[src/rtl/fp_div_seq.sv]
// Sequential IEEE-754 divider: restoring radix-2, one quotient bit per clock, then RNE; one op in flight.
// Latency MW+4 edges (specials 0), result held in DONE until out_ready; in_ready only while idle.
module fp_div_seq #(
   parameter int IS_DOUBLE  = 0,
   parameter int EXP_WIDTH  = (IS_DOUBLE == 1) ? 11 : 8,
   parameter int MANT_WIDTH = (IS_DOUBLE == 1) ? 52 : 23,
   parameter int WIDTH      = 1 + EXP_WIDTH + MANT_WIDTH
) (
   input  logic             clk,
   input  logic             rst_n,
   input  logic             in_valid,
   output logic             in_ready,
   input  logic [WIDTH-1:0] a,
   input  logic [WIDTH-1:0] b,
   output logic             out_valid,
   input  logic             out_ready,
   output logic [WIDTH-1:0] result,
   output logic             div_by_zero,
   output logic             overflow,
   output logic             underflow,
   output logic             invalid
);
   localparam int MW   = MANT_WIDTH;
   localparam int EW   = EXP_WIDTH;
   localparam int XW   = EW + 2;
   localparam int QW   = MW + 3;
   localparam int RW   = MW + 2;
   localparam int CW   = $clog2(QW);
   localparam int BIAS = (1 << (EW - 1)) - 1;
   localparam logic [WIDTH-1:0] QNAN = {1'b0, {EW{1'b1}}, 1'b1, {(MW-1){1'b0}}};

   typedef enum logic [1:0] {S_IDLE, S_DIV, S_ROUND, S_DONE} state_t;

   state_t               r_state, w_state_nxt;
   logic                 r_sign;
   logic signed [XW-1:0] r_exp;
   logic [MW:0]          r_mb;
   logic [RW-1:0]        r_rem;
   logic [QW-1:0]        r_q;
   logic [CW-1:0]        r_cnt;
   logic [WIDTH-1:0]     r_result;
   logic                 r_dbz, r_ovf, r_udf, r_inv;

   // Operand decode; subnormal inputs are treated as zero
   logic [EW-1:0] w_ea, w_eb;
   logic [MW-1:0] w_fa, w_fb;
   logic          w_sign;
   logic          w_a_zero, w_b_zero, w_a_inf, w_b_inf, w_a_nan, w_b_nan, w_a_snan, w_b_snan;
   logic signed [XW-1:0] w_exp_in;

   assign w_ea     = a[WIDTH-2 -: EW];
   assign w_eb     = b[WIDTH-2 -: EW];
   assign w_fa     = a[MW-1:0];
   assign w_fb     = b[MW-1:0];
   assign w_sign   = a[WIDTH-1] ^ b[WIDTH-1];
   assign w_a_zero = (w_ea == '0);
   assign w_b_zero = (w_eb == '0);
   assign w_a_inf  = (w_ea == '1) && (w_fa == '0);
   assign w_b_inf  = (w_eb == '1) && (w_fb == '0);
   assign w_a_nan  = (w_ea == '1) && (w_fa != '0);
   assign w_b_nan  = (w_eb == '1) && (w_fb != '0);
   assign w_a_snan = w_a_nan && !w_fa[MW-1];
   assign w_b_snan = w_b_nan && !w_fb[MW-1];
   assign w_exp_in = $signed({2'b00, w_ea}) - $signed({2'b00, w_eb}) + XW'(BIAS);

   logic             w_spec, w_spec_dbz, w_spec_inv;
   logic [WIDTH-1:0] w_spec_res;

   always_comb begin
      w_spec     = 1'b1;
      w_spec_res = '0;
      w_spec_dbz = 1'b0;
      w_spec_inv = 1'b0;
      if (w_a_nan || w_b_nan || (w_a_zero && w_b_zero) || (w_a_inf && w_b_inf)) begin
         w_spec_res = QNAN;
         w_spec_inv = w_a_snan | w_b_snan | (w_a_zero & w_b_zero) | (w_a_inf & w_b_inf);
      end else if (w_b_zero && !w_a_inf) begin
         w_spec_res = {w_sign, {EW{1'b1}}, {MW{1'b0}}};
         w_spec_dbz = 1'b1;
      end else if (w_a_inf) begin
         w_spec_res = {w_sign, {EW{1'b1}}, {MW{1'b0}}};
      end else if (w_b_inf || w_a_zero) begin
         w_spec_res = {w_sign, {(WIDTH-1){1'b0}}};
      end else begin
         w_spec = 1'b0;
      end
   end

   // Restoring step: remainder stays below 2*mb, so RW bits suffice
   logic          w_qbit;
   logic [RW-1:0] w_rem_sub;

   assign w_qbit    = (r_rem >= {1'b0, r_mb});
   assign w_rem_sub = w_qbit ? (r_rem - {1'b0, r_mb}) : r_rem;

   logic [MW-1:0]        w_frac;
   logic                 w_g, w_s, w_inc;
   logic signed [XW-1:0] w_e, w_e_r;
   logic [MW:0]          w_frac_inc;
   logic                 w_ovf, w_udf;
   logic [WIDTH-1:0]     w_round_res;

   always_comb begin
      if (r_q[QW-1]) begin
         w_frac = r_q[QW-2:2];
         w_g    = r_q[1];
         w_s    = r_q[0] | (|r_rem);
         w_e    = r_exp;
      end else begin
         w_frac = r_q[QW-3:1];
         w_g    = r_q[0];
         w_s    = |r_rem;
         w_e    = r_exp - XW'(1);
      end
   end

   assign w_inc      = w_g & (w_s | w_frac[0]);
   assign w_frac_inc = {1'b0, w_frac} + {{MW{1'b0}}, w_inc};
   assign w_e_r      = w_e + $signed({{(XW-1){1'b0}}, w_frac_inc[MW]});
   assign w_ovf      = (w_e_r >= XW'((1 << EW) - 1));
   assign w_udf      = w_e_r[XW-1] || (w_e_r == '0);

   always_comb begin
      if (w_ovf)
         w_round_res = {r_sign, {EW{1'b1}}, {MW{1'b0}}};
      else if (w_udf)
         w_round_res = {r_sign, {(WIDTH-1){1'b0}}};
      else
         w_round_res = {r_sign, w_e_r[EW-1:0], w_frac_inc[MW-1:0]};
   end

   always_ff @(posedge clk or negedge rst_n) begin
      if (!rst_n)
         r_state <= S_IDLE;
      else
         r_state <= w_state_nxt;
   end

   always_comb begin
      w_state_nxt = r_state;
      case (r_state)
         S_IDLE:  if (in_valid) w_state_nxt = w_spec ? S_DONE : S_DIV;
         S_DIV:   if (r_cnt == CW'(QW - 1)) w_state_nxt = S_ROUND;
         S_ROUND: w_state_nxt = S_DONE;
         S_DONE:  if (out_ready) w_state_nxt = S_IDLE;
         default: w_state_nxt = S_IDLE;
      endcase
   end

   always_comb begin
      in_ready  = 1'b0;
      out_valid = 1'b0;
      case (r_state)
         S_IDLE:  in_ready  = 1'b1;
         S_DONE:  out_valid = 1'b1;
         default: ;
      endcase
   end

   always_ff @(posedge clk or negedge rst_n) begin
      if (!rst_n) begin
         r_sign   <= 1'b0;
         r_exp    <= '0;
         r_mb     <= '0;
         r_rem    <= '0;
         r_q      <= '0;
         r_cnt    <= '0;
         r_result <= '0;
         r_dbz    <= 1'b0;
         r_ovf    <= 1'b0;
         r_udf    <= 1'b0;
         r_inv    <= 1'b0;
      end else begin
         case (r_state)
            S_IDLE: if (in_valid) begin
               r_sign <= w_sign;
               r_exp  <= w_exp_in;
               r_mb   <= {1'b1, w_fb};
               r_rem  <= {1'b0, 1'b1, w_fa};
               r_q    <= '0;
               r_cnt  <= '0;
               if (w_spec) begin
                  r_result <= w_spec_res;
                  r_dbz    <= w_spec_dbz;
                  r_ovf    <= 1'b0;
                  r_udf    <= 1'b0;
                  r_inv    <= w_spec_inv;
               end
            end
            S_DIV: begin
               r_rem <= {w_rem_sub[RW-2:0], 1'b0};
               r_q   <= {r_q[QW-2:0], w_qbit};
               r_cnt <= r_cnt + CW'(1);
            end
            S_ROUND: begin
               r_result <= w_round_res;
               r_dbz    <= 1'b0;
               r_ovf    <= w_ovf;
               r_udf    <= w_udf;
               r_inv    <= 1'b0;
            end
            default: ;
         endcase
      end
   end

   assign result      = r_result;
   assign div_by_zero = r_dbz;
   assign overflow    = r_ovf;
   assign underflow   = r_udf;
   assign invalid     = r_inv;

endmodule

[config.mk]
export PLATFORM = sky130hd
export DESIGN_NAME = fp_div_seq
export DESIGN_NICKNAME = d
export VERILOG_FILES = /design/src/rtl/fp_div_seq.sv
export SDC_FILE = /design/constraint.sdc
export NUM_CORES = 1
export LEC_CHECK = 0
export BUFFER_PORTS_ARGS = -buffer_cell sky130_fd_sc_hd__buf_2
export CAP_MARGIN = 20
export CORE_ASPECT_RATIO = 1.4
export CORE_MARGIN = 8
export CORE_UTILIZATION = 64
export CTS_CLUSTER_SIZE = 10
export DETAILED_ROUTE_END_ITERATION = 7
export GPL_TIMING_DRIVEN = 0
export HOLD_SLACK_MARGIN = 0.12
export PLACE_DENSITY = 0.94
export SLEW_MARGIN = 20
export SYNTH_ARGS = -nofsm -noshare
export SYNTH_HDL_FRONTEND = slang
export SYNTH_SLANG_ARGS = --single-unit
[constraint.sdc]
create_clock -name clk -period 7.4 [get_ports clk]
set_clock_uncertainty 0.05 [all_clocks]
set_input_delay 0.74 -clock clk [delete_from_list [all_inputs] [get_ports clk]]
set_output_delay 0.74 -clock clk [all_outputs]
set_load 0.05 [all_outputs]
==> Yosys cells after proc, flatten, opt, wreduce, memory -nomap -nowiden <==
Cells that the tools add are included.
{ "op_classes": {"bitwise_logic": 9, "n_addsub": 7, "reduce_logical": 32, "n_mux": 44, "n_eq_ne": 10, "order_cmp": 2} }
{ "op_table": {"columns": ["operator", "count"], "rows": [
  ["2-to-1 mux 32 bit", 6],
  ["case mux 32 bit (2 select lines)", 1],
  ["2-to-1 mux 31 bit", 2],
  ["case mux 26 bit (2 select lines)", 1],
  ["case mux 25 bit (2 select lines)", 1],
  ["zero test 23 bit", 2],
  ["nonzero test 23 bit", 2],
  ["2-to-1 mux 26 bit", 1],
  ["greater-or-equal comparator 25 x 24 -> 1 bit", 1],
  ["2-to-1 mux 25 bit", 1],
  ["OR reduction 25 bit", 1],
  ["adder 23 x 1 -> 24 bit", 1],
  ["2-to-1 mux 24 bit", 1],
  ["subtractor 24 bit", 1],
  ["2-to-1 mux 23 bit", 1],
  ["2-to-1 mux 1 bit", 17],
  ["== test 8 bit (second input constant)", 2],
  ["zero test 8 bit", 2],
  ["adder 10 x 2 -> 10 bit", 1],
  ["adder 9 x 8 -> 10 bit (second input constant)", 1],
  ["greater-or-equal comparator 10 x 9 -> 1 bit (second input constant)", 1],
  ["zero test 10 bit", 1],
  ["2-to-1 mux 10 bit", 1],
  ["case mux 5 bit (2 select lines)", 1],
  ["other kinds (21)", 54]
]} }
{ "totals": {"out_inout_bits": 38, "register_bits": 129, "wordCells": 116, "in_bits": 68} }

==> Logic depth before layout (Yosys ltp) <==
{ "depth": {"ltp_word": 12, "mapped_depth": 18, "mapped_depth_nobuf": 16} }

==> Worst setup path before layout <==
No wires, ideal clock.
{ "synth_timing": {"path_type": "flip-flop to flip-flop", "from": "register r_q[25]", "to": "register r_result[10], in the netlist result[10]", "t_arrival_ns": 4.014, "t_required_ns": 7.283, "setup_time_ns": 0.067, "path_stages_with_launch": 18, "path_buffers": 2, "period_less_slack_ns": 4.131, "path_slack_ns": 3.269, "cell_sequence": "dfrtp_1 -> nand2b_1 -> a21oi_1 -> and3_1 -> nor3b_2 -> and3_1 -> clkbuf_1 -> and3_1 -> ha_1 -> ha_1 -> nand2_1 -> or4_1 -> a21oi_1 -> xnor2_1 -> o41a_1 -> nor3b_4 -> buf_6 -> a22o_1"} }
{ "synth_via": {"elab_chain_len": 10, "elab_cells_between_ends": 14, "cone_classes": "add/sub (2); order compare (1); mux (7); bitwise (2); reduce/logical (2)"} }
{ "synth_lines": {"columns": ["item", "line", "text"], "rows": [
  ["from (decl)", "39", "logic [QW-1:0] r_q;"],
  ["from (signal assigned)", "192", "r_q <= {r_q[QW-2:0], w_qbit};"],
  ["branches (longest 8 deep; another with adder 23 x 1 -> 24 bit)", null, null],
  ["2-to-1 mux 31 bit (*)", "124", "if (w_ovf)"],
  ["case mux 32 bit (2 select lines) (*)", "174", "case (r_state)"],
  ["to (signal assigned)", "183", "r_result <= w_spec_res;"],
  ["to (signal assigned)", "196", "r_result <= w_round_res;"],
  ["to (decl)", "41", "logic [WIDTH-1:0] r_result;"]
]} }
Every way passes the cells marked *.
A chain may end at the register's enable or synchronous reset.

==> Worst setup path after layout <==
Ends and elaborated chain as after synthesis.

==> flow_summary.toml <==
[floorplanning]
coreArea_um2 = 13700
die-area_um2 = 17900
fp-row-count = 51
start_util = 0.646
io_pins = 106
die_h_um = 155
die_x_um = 115

[clocking]
cts_buffers = 17
htreeDepth = 4
clock_sink_count = 129
path_clk_slew_ps = 60
hold_buffers = 0
cts_setup_buffers = 0
tritoncts = "built"
clock_latency_ps = 420
cts-root-buf = "clkbuf_16"
clock_path_buffers = 2
cts.repair.resized = 0

[global_routing]
grt_pass1_vias = 8621
grt_pass1_wl_um = 41500
grt_max_degree = 76
gr-total-overflow = 0
antenna_found_initial = 0
grt_usage = 0.294

[synthesis]
synth_edf_count = 0
synth-seq-area-share = 0.364
ys_types = 74
synth_top_area_frac = 0.364
synth.top_cells.by_area = "dfrtp_1 (36%), ha_1 (6.1%), a22o_1 (4.7%)"
syn_inst = 987
ys_warn_count = 0
synth_top_area_cell = "dfrtp_1"
avgSynthCellArea_um2 = 8.98
async_flop_share = 1.00
synth_nets = 1100
synth.ff_latch_count = 129
synthesis.area_um2 = 8860
synthFlopType = "dfrtp_1"

[sta]
fin_crit_ps = 5050
slew_headroom = 0.252
max_freq_ghz = 0.198
final_max_slew_viol_count = 0
tightest_slew_ps = 1110
finalSetupViolCount = 0
rsz0062_at_grt = "no"
finalHoldViolations = 0
fin_tns_setup_ps = 0
fin_crit_sh = 0.683

[route]
drc_errors = 0
drt-initial-drc-count = 622
vias = 8395
wl_per_cell_um = 19.6
vias_per_cell = 6.42
dr.pass1.iters = 5
drt-total-wl_um = 25600
antenna_left = 0

[pwr]
comb_power_share = 0.577
power_frac_seq = 0.238
p_per_area_nw_per_um2 = 446
p_sw_frac = 0.469
p_int_uw = 2430
power.switching_uw = 2140
peakVddDrop_v = 0.000368
cellLeakagePower_uw = 0.00469
power.share.clock = 0.185

[placement]
hpwl_um = 18600
port_buffers = 104
gp_congestion = 1.02

[job]
cap_viol_max_count = 0

[worst_setup_path]
cp_max_fo = 10
cp-startpoint = "r_q[25]"
crit_type = "flip-flop to flip-flop"
crit_path_end_kind = "flip-flop"
start_kind = "flip-flop"
rr_worst_depth = 17
r2r_start = "r_q[25]"
cp.arrival_ps = 5360
required_ps = 7710

[cells_and_area]
fin_nets = 1224
areaGrowthSynthToFinish_pct = 15.5
antennaDiodeCount = 0
utilization = 0.746
drive_above_1_share = 0.168

[run_status]
status = "complete, no violations"

[min_path]
hp-class = "input port to async pin"
[registers in the layout, indices dropped and copies added, names as in the netlist]
signal and count:
r_q 26, result 32, r_cnt 5, r_state 2, underflow 1, div_by_zero 1
r_mb 24, r_exp 10, overflow 1, invalid 1, r_rem 25, r_sign 1
[Yosys cell counts, drive strengths merged, types with 6 or more instances]
library cell  count
o21ai            58
a21oi            61
a211o             6
nor3             15
nand3            23
nand4            17
xor2             27
mux2i            20
a22o             48
a31oi             9
mux2             28
nand2b            8
nor4             26
ha               43
inv              57
a211oi           15
buf              16
a21o             15
nor2             63
xnor2            47
o211ai           10
clkbuf           45
and3             16
nor2b            13
nand2            85
dfrtp           129
o22ai            10
a221o             8
[stage by stage]
step           worst slack, ps  cell area (um^2)  std cells  total power, uW  hold WS (ps)
6_report                  2350             10200       1308             4570           279
5_1_grt                   2010             10200       1308             4850           344
4_1_cts                   2390             10200       1308             4480           320
3_5_place_dp              2440              9650       1277             3600           395
3_3_place_gp              2540              9610       1276             3520           384
2_1_floorplan             3270              8860        987             2970           368
[critical path, stage by stage, from the launching register on]
cell and delay [ps]:
dfrtp_1 500, nand2b_1 250, a21oi_1 360, and3_1 270, nor3b_2 430, and3_1 220, clkbuf_1 210, and3_1 210
ha_1 210, ha_1 270, nand2_1 90, or4_1 500, a21oi_1 190, xnor2_1 200, o41a_1 290, nor3b_4 390
buf_6 200, a22o_1 140
[power groups by stage]
| stage | clock network [uW] | registers, uW | logic (uW) |
|---|---|---|---|
| 6_report | 844 | 1090 | 2640 |
| 2_1_floorplan | 0 | 1100 | 1870 |
| 4_1_cts | 842 | 1080 | 2560 |
| 3_5_place_dp | 0 | 1090 | 2510 |
| 3_3_place_gp | 0 | 1080 | 2440 |
| 5_1_grt | 875 | 1110 | 2870 |
[worst paths after layout]
kind | slack [ps] | to
max | 2350 | result[10]
min | 280 | r_mb[19]
max reg2reg | 2350 | result[10]
min reg2reg | 420 | overflow
max in group asynchronous | 6300 | r_sign
min in group clk | 420 | overflow
[routing by layer]
layer  global-route usage  part of all wire
met2                0.496              0.50
met4                0.225             0.069
met1                0.310              0.35
met5                    0                 0
met3               0.0671             0.082
[logic make-up (layout without fill, tap and decap cells)]
logic type / count (synthesis) / in the layout / share of synthesized area
multiplexers: 48 / 48 / 0.0582
AND/OR/NAND/NOR: 300 / 300 / 0.175
XOR/XNOR: 74 / 74 / 0.0732
buffers and inverters: 118 / 254 / 0.0538
flip-flops: 129 / 129 / 0.364
adder cells (fa/ha/maj): 45 / 45 / 0.0652
AO/OA/AOI/OAI: 273 / 273 / 0.210
[cell type report]
| class | instances | area (um^2) |
|---|---|---|
| Clock inverter | 8 | 104 |
| Buffer | 61 | 263 |
| Multi-Input combinational cell | 740 | 5150 |
| Sequential cell | 129 | 3230 |
| Fill cell | 975 | 3480 |
| Timing Repair Buffer | 105 | 554 |
| Clock buffer | 23 | 488 |
| Tap cell | 185 | 231 |
| Inverter | 57 | 214 |
[cell usage in the layout (no fill, tap or decap), types with 17 or more instances in the layout]
cell | netlist | routed
a21oi_1 | 60 | 60
a22o_1 | 48 | 48
buf_2 | 8 | 111
clkbuf_1 | 44 | 46
clkbuf_16 | 0 | 17
dfrtp_1 | 129 | 129
ha_1 | 43 | 43
inv_1 | 57 | 57
mux2_2 | 28 | 28
mux2i_1 | 20 | 20
nand2_1 | 85 | 85
nand3_1 | 22 | 22
nand4_1 | 17 | 17
nor2_1 | 62 | 62
nor4_1 | 26 | 26
o21ai_0 | 57 | 57
xnor2_1 | 47 | 47
xor2_1 | 27 | 27
(Power assumes the default switching activity.)
